File: src/rtl/uart_pkg.sv
// Shared types and constants for the UART transmit arbiter.
//   uart_arb_state_e : arbiter FSM states (IDLE, START, WAIT), 2-bit encoding
//   UART_DATA_W      : default byte width
//   UART_MAX_REQ     : largest supported requester count
//   rr_wrap_inc()    : increment an index with wrap at n-1
package uart_pkg;

    localparam int unsigned UART_DATA_W  = 8;
    localparam int unsigned UART_MAX_REQ = 8;

    typedef enum logic [1:0] {
        IDLE  = 2'd0,
        START = 2'd1,
        WAIT  = 2'd2
    } uart_arb_state_e;

    function automatic int unsigned rr_wrap_inc(input int unsigned idx, input int unsigned n);
        return (idx >= n - 1) ? 0 : idx + 1;
    endfunction

endpackage

File: src/rtl/uart_rr_pick.sv
// Combinational rotating priority encoder.
//   req     : request vector, one bit per requester
//   ptr     : highest-priority index for this pick
//   gnt_idx : first set req bit at or above ptr, wrapping from N_REQ-1 to 0
//   any     : at least one req bit is set
module uart_rr_pick #(
    parameter int unsigned N_REQ = 4
) (
    input  logic [N_REQ-1:0]         req,
    input  logic [$clog2(N_REQ)-1:0] ptr,
    output logic [$clog2(N_REQ)-1:0] gnt_idx,
    output logic                     any
);

    localparam int unsigned IDX_W = $clog2(N_REQ);

    always_comb begin
        int unsigned idx;
        gnt_idx = '0;
        any     = 1'b0;
        idx     = 0;
        for (int unsigned i = 0; i < N_REQ; i++) begin
            idx = (32'(ptr) + i) % N_REQ;
            if (!any && req[idx]) begin
                any     = 1'b1;
                gnt_idx = IDX_W'(idx);
            end
        end
    end

endmodule

File: src/rtl/uart_tx_arbiter.sv
// Round-robin arbiter sharing one UART transmitter between N_REQ requesters.
// Accepts one byte per grant, pulses tx_start, then holds the transmitter
// until tx_done_tick.
//   clk, rst_n    : system clock, asynchronous active-low reset
//   req_valid     : per-requester byte pending
//   req_data      : requester i byte at [i*DATA_W +: DATA_W]
//   req_ready     : one-cycle accept pulse to the granted requester
//   tx_start      : one-cycle transmitter start pulse
//   tx_data       : registered byte, stable until frame completion
//   tx_done_tick  : end-of-frame pulse from the transmitter
//   grant_id      : current or last granted requester
//   busy          : FSM not in IDLE
//   req_lock      : only with UART_ARB_LOCK_EN; keeps the line with the
//                   current requester for multi-byte messages
module uart_tx_arbiter
    import uart_pkg::*;
#(
    parameter int unsigned N_REQ  = 4,
    parameter int unsigned DATA_W = UART_DATA_W
) (
    input  logic                      clk,
    input  logic                      rst_n,
    input  logic [N_REQ-1:0]          req_valid,
    input  logic [N_REQ*DATA_W-1:0]   req_data,
    output logic [N_REQ-1:0]          req_ready,
    output logic                      tx_start,
    output logic [DATA_W-1:0]         tx_data,
    input  logic                      tx_done_tick,
    output logic [$clog2(N_REQ)-1:0]  grant_id,
`ifdef UART_ARB_LOCK_EN
    input  logic [N_REQ-1:0]          req_lock,
`endif
    output logic                      busy
);

    localparam int unsigned IDX_W = $clog2(N_REQ);

    uart_arb_state_e   state_q, state_d;
    logic [IDX_W-1:0]  rr_ptr_q, rr_ptr_d;
    logic [IDX_W-1:0]  grant_id_q, grant_id_d;
    logic [DATA_W-1:0] tx_data_q, tx_data_d;

    logic [IDX_W-1:0]  pick_idx;
    logic              pick_any;
    logic              relock;

    logic [DATA_W-1:0] req_bytes [N_REQ];

    for (genvar i = 0; i < N_REQ; i++) begin : g_unpack
        assign req_bytes[i] = req_data[i*DATA_W +: DATA_W];
    end

    uart_rr_pick #(
        .N_REQ (N_REQ)
    ) u_pick (
        .req     (req_valid),
        .ptr     (rr_ptr_q),
        .gnt_idx (pick_idx),
        .any     (pick_any)
    );

`ifdef UART_ARB_LOCK_EN
    assign relock = req_lock[grant_id_q] & req_valid[grant_id_q];
`else
    assign relock = 1'b0;
`endif

    always_comb begin
        state_d    = state_q;
        rr_ptr_d   = rr_ptr_q;
        grant_id_d = grant_id_q;
        tx_data_d  = tx_data_q;
        unique case (state_q)
            IDLE: begin
                if (pick_any) begin
                    state_d    = START;
                    grant_id_d = pick_idx;
                    tx_data_d  = req_bytes[pick_idx];
                end
            end
            START: begin
                // tx_done_tick here belongs to no frame of ours; ignore it
                state_d = WAIT;
            end
            WAIT: begin
                if (tx_done_tick) begin
                    if (relock) begin
                        // Same requester keeps the line; pointer stays put
                        state_d   = START;
                        tx_data_d = req_bytes[grant_id_q];
                    end else begin
                        state_d  = IDLE;
                        rr_ptr_d = IDX_W'(rr_wrap_inc(32'(grant_id_q), N_REQ));
                    end
                end
            end
            default: state_d = IDLE;
        endcase
    end

    always_ff @(posedge clk or negedge rst_n) begin
        if (!rst_n) begin
            state_q    <= IDLE;
            rr_ptr_q   <= '0;
            grant_id_q <= '0;
            tx_data_q  <= '0;
        end else begin
            state_q    <= state_d;
            rr_ptr_q   <= rr_ptr_d;
            grant_id_q <= grant_id_d;
            tx_data_q  <= tx_data_d;
        end
    end

    // Outputs decode registered state only, so they cannot glitch
    always_comb begin
        req_ready = '0;
        if (state_q == START) begin
            req_ready[grant_id_q] = 1'b1;
        end
    end

    assign tx_start = (state_q == START);
    assign busy     = (state_q != IDLE);
    assign tx_data  = tx_data_q;
    assign grant_id = grant_id_q;

endmodule

File: config.mk
export PLATFORM = sky130hd
export DESIGN_NAME = uart_tx_arbiter
export DESIGN_NICKNAME = d
export VERILOG_FILES = /design/src/rtl/uart_pkg.sv /design/src/rtl/uart_rr_pick.sv /design/src/rtl/uart_tx_arbiter.sv
export SDC_FILE = /design/constraint.sdc
export NUM_CORES = 1
export LEC_CHECK = 0
export ABC_AREA = 1
export BUFFER_PORTS_ARGS = -buffer_cell sky130_fd_sc_hd__buf_2
export CAP_MARGIN = 10
export CORE_MARGIN = 2
export CORE_UTILIZATION = 45
export DETAILED_ROUTE_END_ITERATION = 10
export PLACE_DENSITY = 0.76
export REMOVE_ABC_BUFFERS = 1
export SLEW_MARGIN = 15
export SYNTH_ARGS = -nofsm -noshare
export SYNTH_HDL_FRONTEND = slang
export SYNTH_SLANG_ARGS = --single-unit
File: constraint.sdc
create_clock -name clk -period 2.6 [get_ports clk]
set_clock_uncertainty 0.2 [all_clocks]
set_input_delay 0.52 -clock clk [delete_from_list [all_inputs] [get_ports clk]]
set_output_delay 0.52 -clock clk [all_outputs]
set_load 0.03 [all_outputs]
==> results of run 1 <==
-- cells in the final DEF (no fill, tap or decap), drive strengths merged --
cell type and n:
nand3 24, inv 46, nand4 8, ha 4, buf 54, dfrtp 14
clkbuf 4, nand2 85, nor2 13, a21oi 2, o21ai 12, dlygate4sd3 1
-- flip-flops by register name (all words and copies together), names as in the netlist --
register,flops
state_q,2
grant_id,2
rr_ptr_q,2
tx_data,8
-- power by group --
group | leakage (nW) | switching, W | internal (W)
clock network | 0.0210 | 0.0000691 | 0.0000850
registers | 0.172 | 0.000104 | 0.000336
logic | 0.837 | 0.00123 | 0.000559
-- cells by family after synthesis --
| kind of cell | after synthesis | share of synthesized area, % |
|---|---|---|
| DFF | 14 | 27.2 |
| adders and majority gates | 4 | 3.88 |
| and+or+nand+nor | 130 | 46.6 |
| buffers and inverters | 50 | 17.0 |
| AOI/OAI and AO/OA | 14 | 5.43 |
-- Yosys cell counts --
library cell	n	area share [%]
nand2_1	78	23
inv_1	42	12
nand3_1	21	8.1
dfrtp_1	14	27
nor2_1	11	3.2
nand4_1	8	3.9
o21ai_1	7	2.7
nand2_2	6	2.9
o21ai_0	5	1.9
ha_1	4	3.9
buf_6	3	2.6
inv_2	3	0.87
a21oi_1	2	0.78
nand3_4	2	2.7
buf_2	1	0.39
inv_8	1	0.87
nand2_4	1	0.87
nand3_2	1	0.78
nor2_2	1	0.49
nor2_4	1	0.87
-- final cells by class --
class | count | share of cell area [%]
well taps | 31 | 2.41
multi-input cells | 148 | 44.9
inverters | 46 | 11.2
repair buffers | 55 | 17.4
clock buffers | 4 | 2.26
flip-flops and latches | 14 | 21.8
-- per-layer routing --
metal | routed length (µm) | global-route usage, %
met3 | 128 | 3.17
met2 | 1330 | 29.9
met4 | 25 | 2.99
met5 | 0 | 0
met1 | 1310 | 24.2
-- path summary, 6_finish.rpt --
check                                  start  slack [ns]  depth (start not counted)           to
worst max-delay path             rr_ptr_q[0]        0.37                         11   tx_data[2]
worst min-delay path            tx_done_tick        0.27                          2   state_q[1]
worst max register to register   rr_ptr_q[0]        0.37                         11   tx_data[2]
worst min register to register    tx_data[5]        0.29                          2   tx_data[5]
max in group asynchronous              rst_n        1.51                          2  grant_id[1]
min in group asynchronous              rst_n        0.45                          2   tx_data[0]
-- per-stage QoR --
stage	hold slack (ns)	area [µm²]	total power, W	setup WS [ns]
floorplan	0.0244	1250	0.00185	0.419
global placement	0.228	1560	0.00222	0.391
detailed placement	0.225	1560	0.00224	0.363
CTS	0.266	1610	0.00241	0.358
global route	0.285	1610	0.00266	0.108
finish	0.266	1610	0.00238	0.371
-- worst max-delay path, cell delays in order (launching register included) --
cell,delay (ns)
dfrtp_1,0.63
nand2_1,0.13
nand3_1,0.15
nand2_2,0.09
nor2_4,0.17
nand3_4,0.16
nand3_4,0.27
nand2_1,0.08
nand3_1,0.09
nand2_1,0.05
nand2_1,0.05
nand2_1,0.05
==> impl_results.md, run 1 <==
* CTS Buf Count at 3
* Footprint of the multi-input gates at roughly 700 µm²
* Placed cells at ~300
* Chip height at about 58 µm
* Final setup viols at 0
* Number of fill cells at ~290
* Post-CTS Setup Inserts at 0
* WL/cell at around 9.4 µm
* # H-tree levels at 1
* Crit path DAT at about 2.2 ns
* Initial drt markers at 26
* Fin util at between 50% and 60%
* Number of antenna violations at the first check in global routing at 0
* DRT Pass-1 Iters at 4
* Worst-margin pin slew at approximately 0.45 ns
* DIE WIDTH at approximately 58 µm
* Pleak at just over 1 nW
* FMAX at between 400 and 500 MHz
* Total GRT Usage at 17.7%
* CP Class: flip-flop to flip-flop
* Max Buffers Root-to-Sink at 2
* GRT Residual Overflow at 0
* Cts hold-fix bufs at 1
* Die ar. at ~0.0033 mm²
* # nets final at 311
* CTS tree: yes
* Yosys Warn Count at 0
* Largest net degree at the start of global routing at 26
* Boundary Pins at 55
* Final antenna-violating net count at 0
* First-pass GRT wire length at between 4000 and 5000 µm
* CP Capture Type: flip-flop
* Initial Util at between 40 and 50%
* Cell count after synthesis at about 210
* VDD IR-drop max at roughly 0.85 mV
* Antenna fix cells at 0
* CP required at 2.57 ns
* P&R area growth vs syn at 24.5%
* Max-slew violations at 0
* # rows at 19
* Post-CTS sizing at 0
* Slew HR at 69.7%
* Pwr per Cell Area at about 1500 mW/mm²
* Via/cell ratio at 4.67
* Clock Root Buffer: clkbuf_4
* HPWL Detailed at 2230 µm
* Maxcap violations at 0
* Clock slew at reported path FFs at 0.09 ns
* Mapped Area at about 0.0013 mm²
* HP Class: primary input to flip-flop
* Status: completed
* Reg area at 350 µm²
* Post-synth cell types at 20
* RSZ-0062 raised after global routing: false
* Sequential fraction of the synthesis area at around 27%
* Final Hold Vio Count at 0
* Share of cells above drive strength 1 at 27.7%
* Via count at ~1400
* GPL Wtd Cong at ~0.8
* Worst-Skew Late Latency at 0.27 ns
* CP Launch Type: flip-flop
* Core area at approximately 0.0027 mm²
* Vias in the first global route at about 1200
* Peak fanout along the critical path at 25
* # DRC at 0
* Final wirelength at 2790 µm
* Clk sinks at 14
* Port bufs at 54
* Final Non-Filler Cells at ~300
* Syn avg cell area at ~6.1 µm²
* Count of state elements after synthesis at 14
* Setup_tns at 0 ns
* Min Tclk post-route at 2.23 ns
* Period utilisation layout at a little under nine tenths
(Power assumes the default switching activity.)
==> run 2, diff against run 1 <==
ABC_CLOCK_PERIOD_IN_PS = 2400   (was default)
clock period = 2.4 ns   (was 2.6 ns; I/O delays follow)
==> impl_results.md, run 2 (synthesis gave the netlist of run 1 again) <==
* Final setup viols at 0 (unchanged)
* Peak fanout along the critical path at 25 (unchanged)
* # nets final at 312 (+0.32%)
* CP Capture Type: flip-flop
* Clock Root Buffer: clkbuf_4
* Top sig layer: met4
* Setup_tns at 0 ns (unchanged)
* Final wirelength at 2820 µm (+0.86%)
* Crit Reg-Reg Endpoint: tx_data[3]
* CTS Buf Count at 3 (unchanged)
* Footprint of the multi-input gates at 721 µm² (unchanged)
* WL/cell at 9.42 µm (+0.52%)
* Clock share of power at 6.6% (about the same)
* HPWL Detailed at 2190 µm (-1.7%)
* Hold path startpoint: tx_done_tick
* Power share of the sequential group at 18.3% (about the same)
* Initial drt markers at 44 (+69%)
* GRT Residual Overflow at 0 (unchanged)
* Most frequent cells in the layout: nand2_1 (78), buf_2 (54), inv_1 (42), nand3_1 (21), dfrtp_1 (13)
* Port bufs at 54 (unchanged)
* Max Buffers Root-to-Sink at 2 (unchanged)
* RSZ-0062 raised after global routing: false
* Reg area at 352 µm² (+0.36%)
* Final Hold Vio Count at 0 (unchanged)
* CP required at 2.38 ns (-0.19 ns)
* DIE WIDTH at 57.5 µm (unchanged)
* FMAX at 468 MHz (+4.2%)
* Int Pwr at 0.00108 W (+9.7%)
* HP Class: primary input to flip-flop
* # DRC at 0 (unchanged)
* Clk sinks at 14 (unchanged)
* Worst-Skew Late Latency at 0.28 ns (about the same)
* Maxcap violations at 0 (unchanged)
* Pleak at 1.03 nW (+0.31%)
* Met3 wire length at 132 µm (+3.1%)
* Initial Util at 47.2% (unchanged)
* Vias in the first global route at 1193 (-1.1%)
* Final antenna-violating net count at 0 (unchanged)
* NetSw at 0.00154 W (+9.6%)
* Status: completed
* Sw frac at 58.9% (about the same)
* # H-tree levels at 1 (unchanged)
* Hold Path Stages at 2 (unchanged)
* Worst-margin pin slew at 0.323 ns (-0.131 ns)
* Most common cell after layout, fill and taps aside: nand2_1
* Antenna fix cells at 0 (unchanged)
* Via count at 1393 (unchanged)
* Power Total at 0.00261 W (+9.7%)
* Comb pwr share at 75.1% (about the same)
* GPL Wtd Cong at 0.811 (+3.9%)
* DRT Pass-1 Iters at 4 (unchanged)
* Period utilisation layout at 89.1% (+3.4 points)
* Boundary Pins at 55 (unchanged)
* Core area at 0.00273 mm² (unchanged)
* Met1 WL at 1370 µm (+4.2%)
* Slew HR at 78.4% (+8.7 points)
* Worst reg2reg setup slack at 0.26 ns (-0.11 ns)
* Post-CTS Setup Inserts at 0 (unchanged)
* P&R area growth vs syn at 25.2%
* Hold Crit Endpoint: state_q[1]
* Die ar. at 0.00331 mm² (unchanged)
* Min Tclk post-route at 2.14 ns (-0.0904 ns)
* CP Class: flip-flop to flip-flop
* Reg2Reg Depth at 12 (+1)
* Via/cell ratio at 4.66 (-0.33%)
* Crit path DAT at 2.12 ns (-0.08 ns)
* Number of antenna violations at the first check in global routing at 0 (unchanged)
* Clock slew at reported path FFs at 0.09 ns (about the same)
* CP Launch Type: flip-flop
* Reg-to-Reg Start: rr_ptr_q[0]
* CTS tree: yes
* Total GRT Usage at 17.8% (+0.022 points)
* Max-slew violations at 0 (unchanged)
* Share of cells above drive strength 1 at 28.4% (+0.64 points)
* Chip height at 57.5 µm (unchanged)
* Pwr per Cell Area at 1620 mW/mm² (+9.1%)
* # rows at 19 (unchanged)
* VDD IR-drop max at 0.947 mV (+11%)
* Routed wl met2 at 1300 µm (-2.0%)
* Number of fill cells at 301 (+4.9%)
* First-pass GRT wire length at 4820 µm (+1.5%)
* Largest net degree at the start of global routing at 26 (unchanged)
* Max FFs per register at 8 (unchanged)
==> run 2: changes by cell type in the layout (fill, tap and decap cells not counted) <==
cell     delta
dfrtp_2     +1
buf_4       +1
dfrtp_1     -1
==> run 2: worst max-delay path by stage <==
stage	startpoint	end	slack, ns	cells past startpoint
final	rr_ptr_q[0]	tx_data[3]	0.26	12
after floorplan	state_q[1]	req_ready[0]	0.26	3
after global placement	req_valid[3]	tx_data[0]	0.21	12
after CTS	rr_ptr_q[0]	tx_data[3]	0.17	13
after detailed placement	rr_ptr_q[0]	tx_data[3]	0.19	11
after global routing	rr_ptr_q[0]	tx_data[6]	0.06	11
==> run 2: metal layers <==
| layer | track usage [%] | vias to the layer above |
|---|---|---|
| li1 | - | 763 |
| met3 | 2.04 | 4 |
| met5 | 0 | - |
| met1 | 26.1 | 592 |
| met4 | 2.99 | 0 |
| met2 | 28.6 | 34 |
==> run 2: final cells by class <==
| class | count | share of cell area, % |
|---|---|---|
| clock buffers | 4 | 2.25 |
| inverters | 46 | 11.2 |
| multi-input cells | 148 | 44.6 |
| flip-flops and latches | 14 | 21.8 |
| well taps | 31 | 2.40 |
| repair buffers | 56 | 17.8 |
==> run 2: worst max-delay path, stage by stage (launching register included) <==
cell and delay, ns:
dfrtp_2 0.51, inv_8 0.12, nand2_1 0.07, nand3_1 0.10, nand2_2 0.10, nor2_4 0.16
nand3_4 0.16, nand3_4 0.27, nand2_1 0.09, nand3_1 0.10, nand2_1 0.05, nand2_1 0.05
nand2_1 0.05
==> run 2: through the flow <==
| step | util (%) | cells | setup slack [ns] | hold slack, ns | cell area [µm²] |
|---|---|---|---|---|---|
| 3_3_place_gp | 57.3 | 294 | 0.207 | 0.188 | 1570 |
| 3_5_place_dp | 57.3 | 294 | 0.187 | 0.185 | 1570 |
| 2_1_floorplan | - | 208 | 0.259 | -0.0156 | 1250 |
| 6_report | 59.1 | 299 | 0.261 | 0.227 | 1620 |
| 4_1_cts | 59.0 | 299 | 0.174 | 0.229 | 1610 |
| 5_1_grt | 59.1 | 299 | 0.0587 | 0.246 | 1620 |
==> run 2: power by group through the flow <==
stage / Clock [W] / Sequential (W) / Combinational, W
final: 0.000173 / 0.000479 / 0.00196
after global routing: 0.000180 / 0.000498 / 0.00224
after detailed placement: 0 / 0.000477 / 0.00197
after CTS: 0.000172 / 0.000476 / 0.00198
after floorplan: 0 / 0.000624 / 0.00138
after global placement: 0 / 0.000479 / 0.00194
==> run 2: what timing repair did <==
action	CTS	global route
resized for setup	0	1
endpoints found under the setup margin	0	8
hold buffers	1	0
endpoints found under the hold margin	14	0
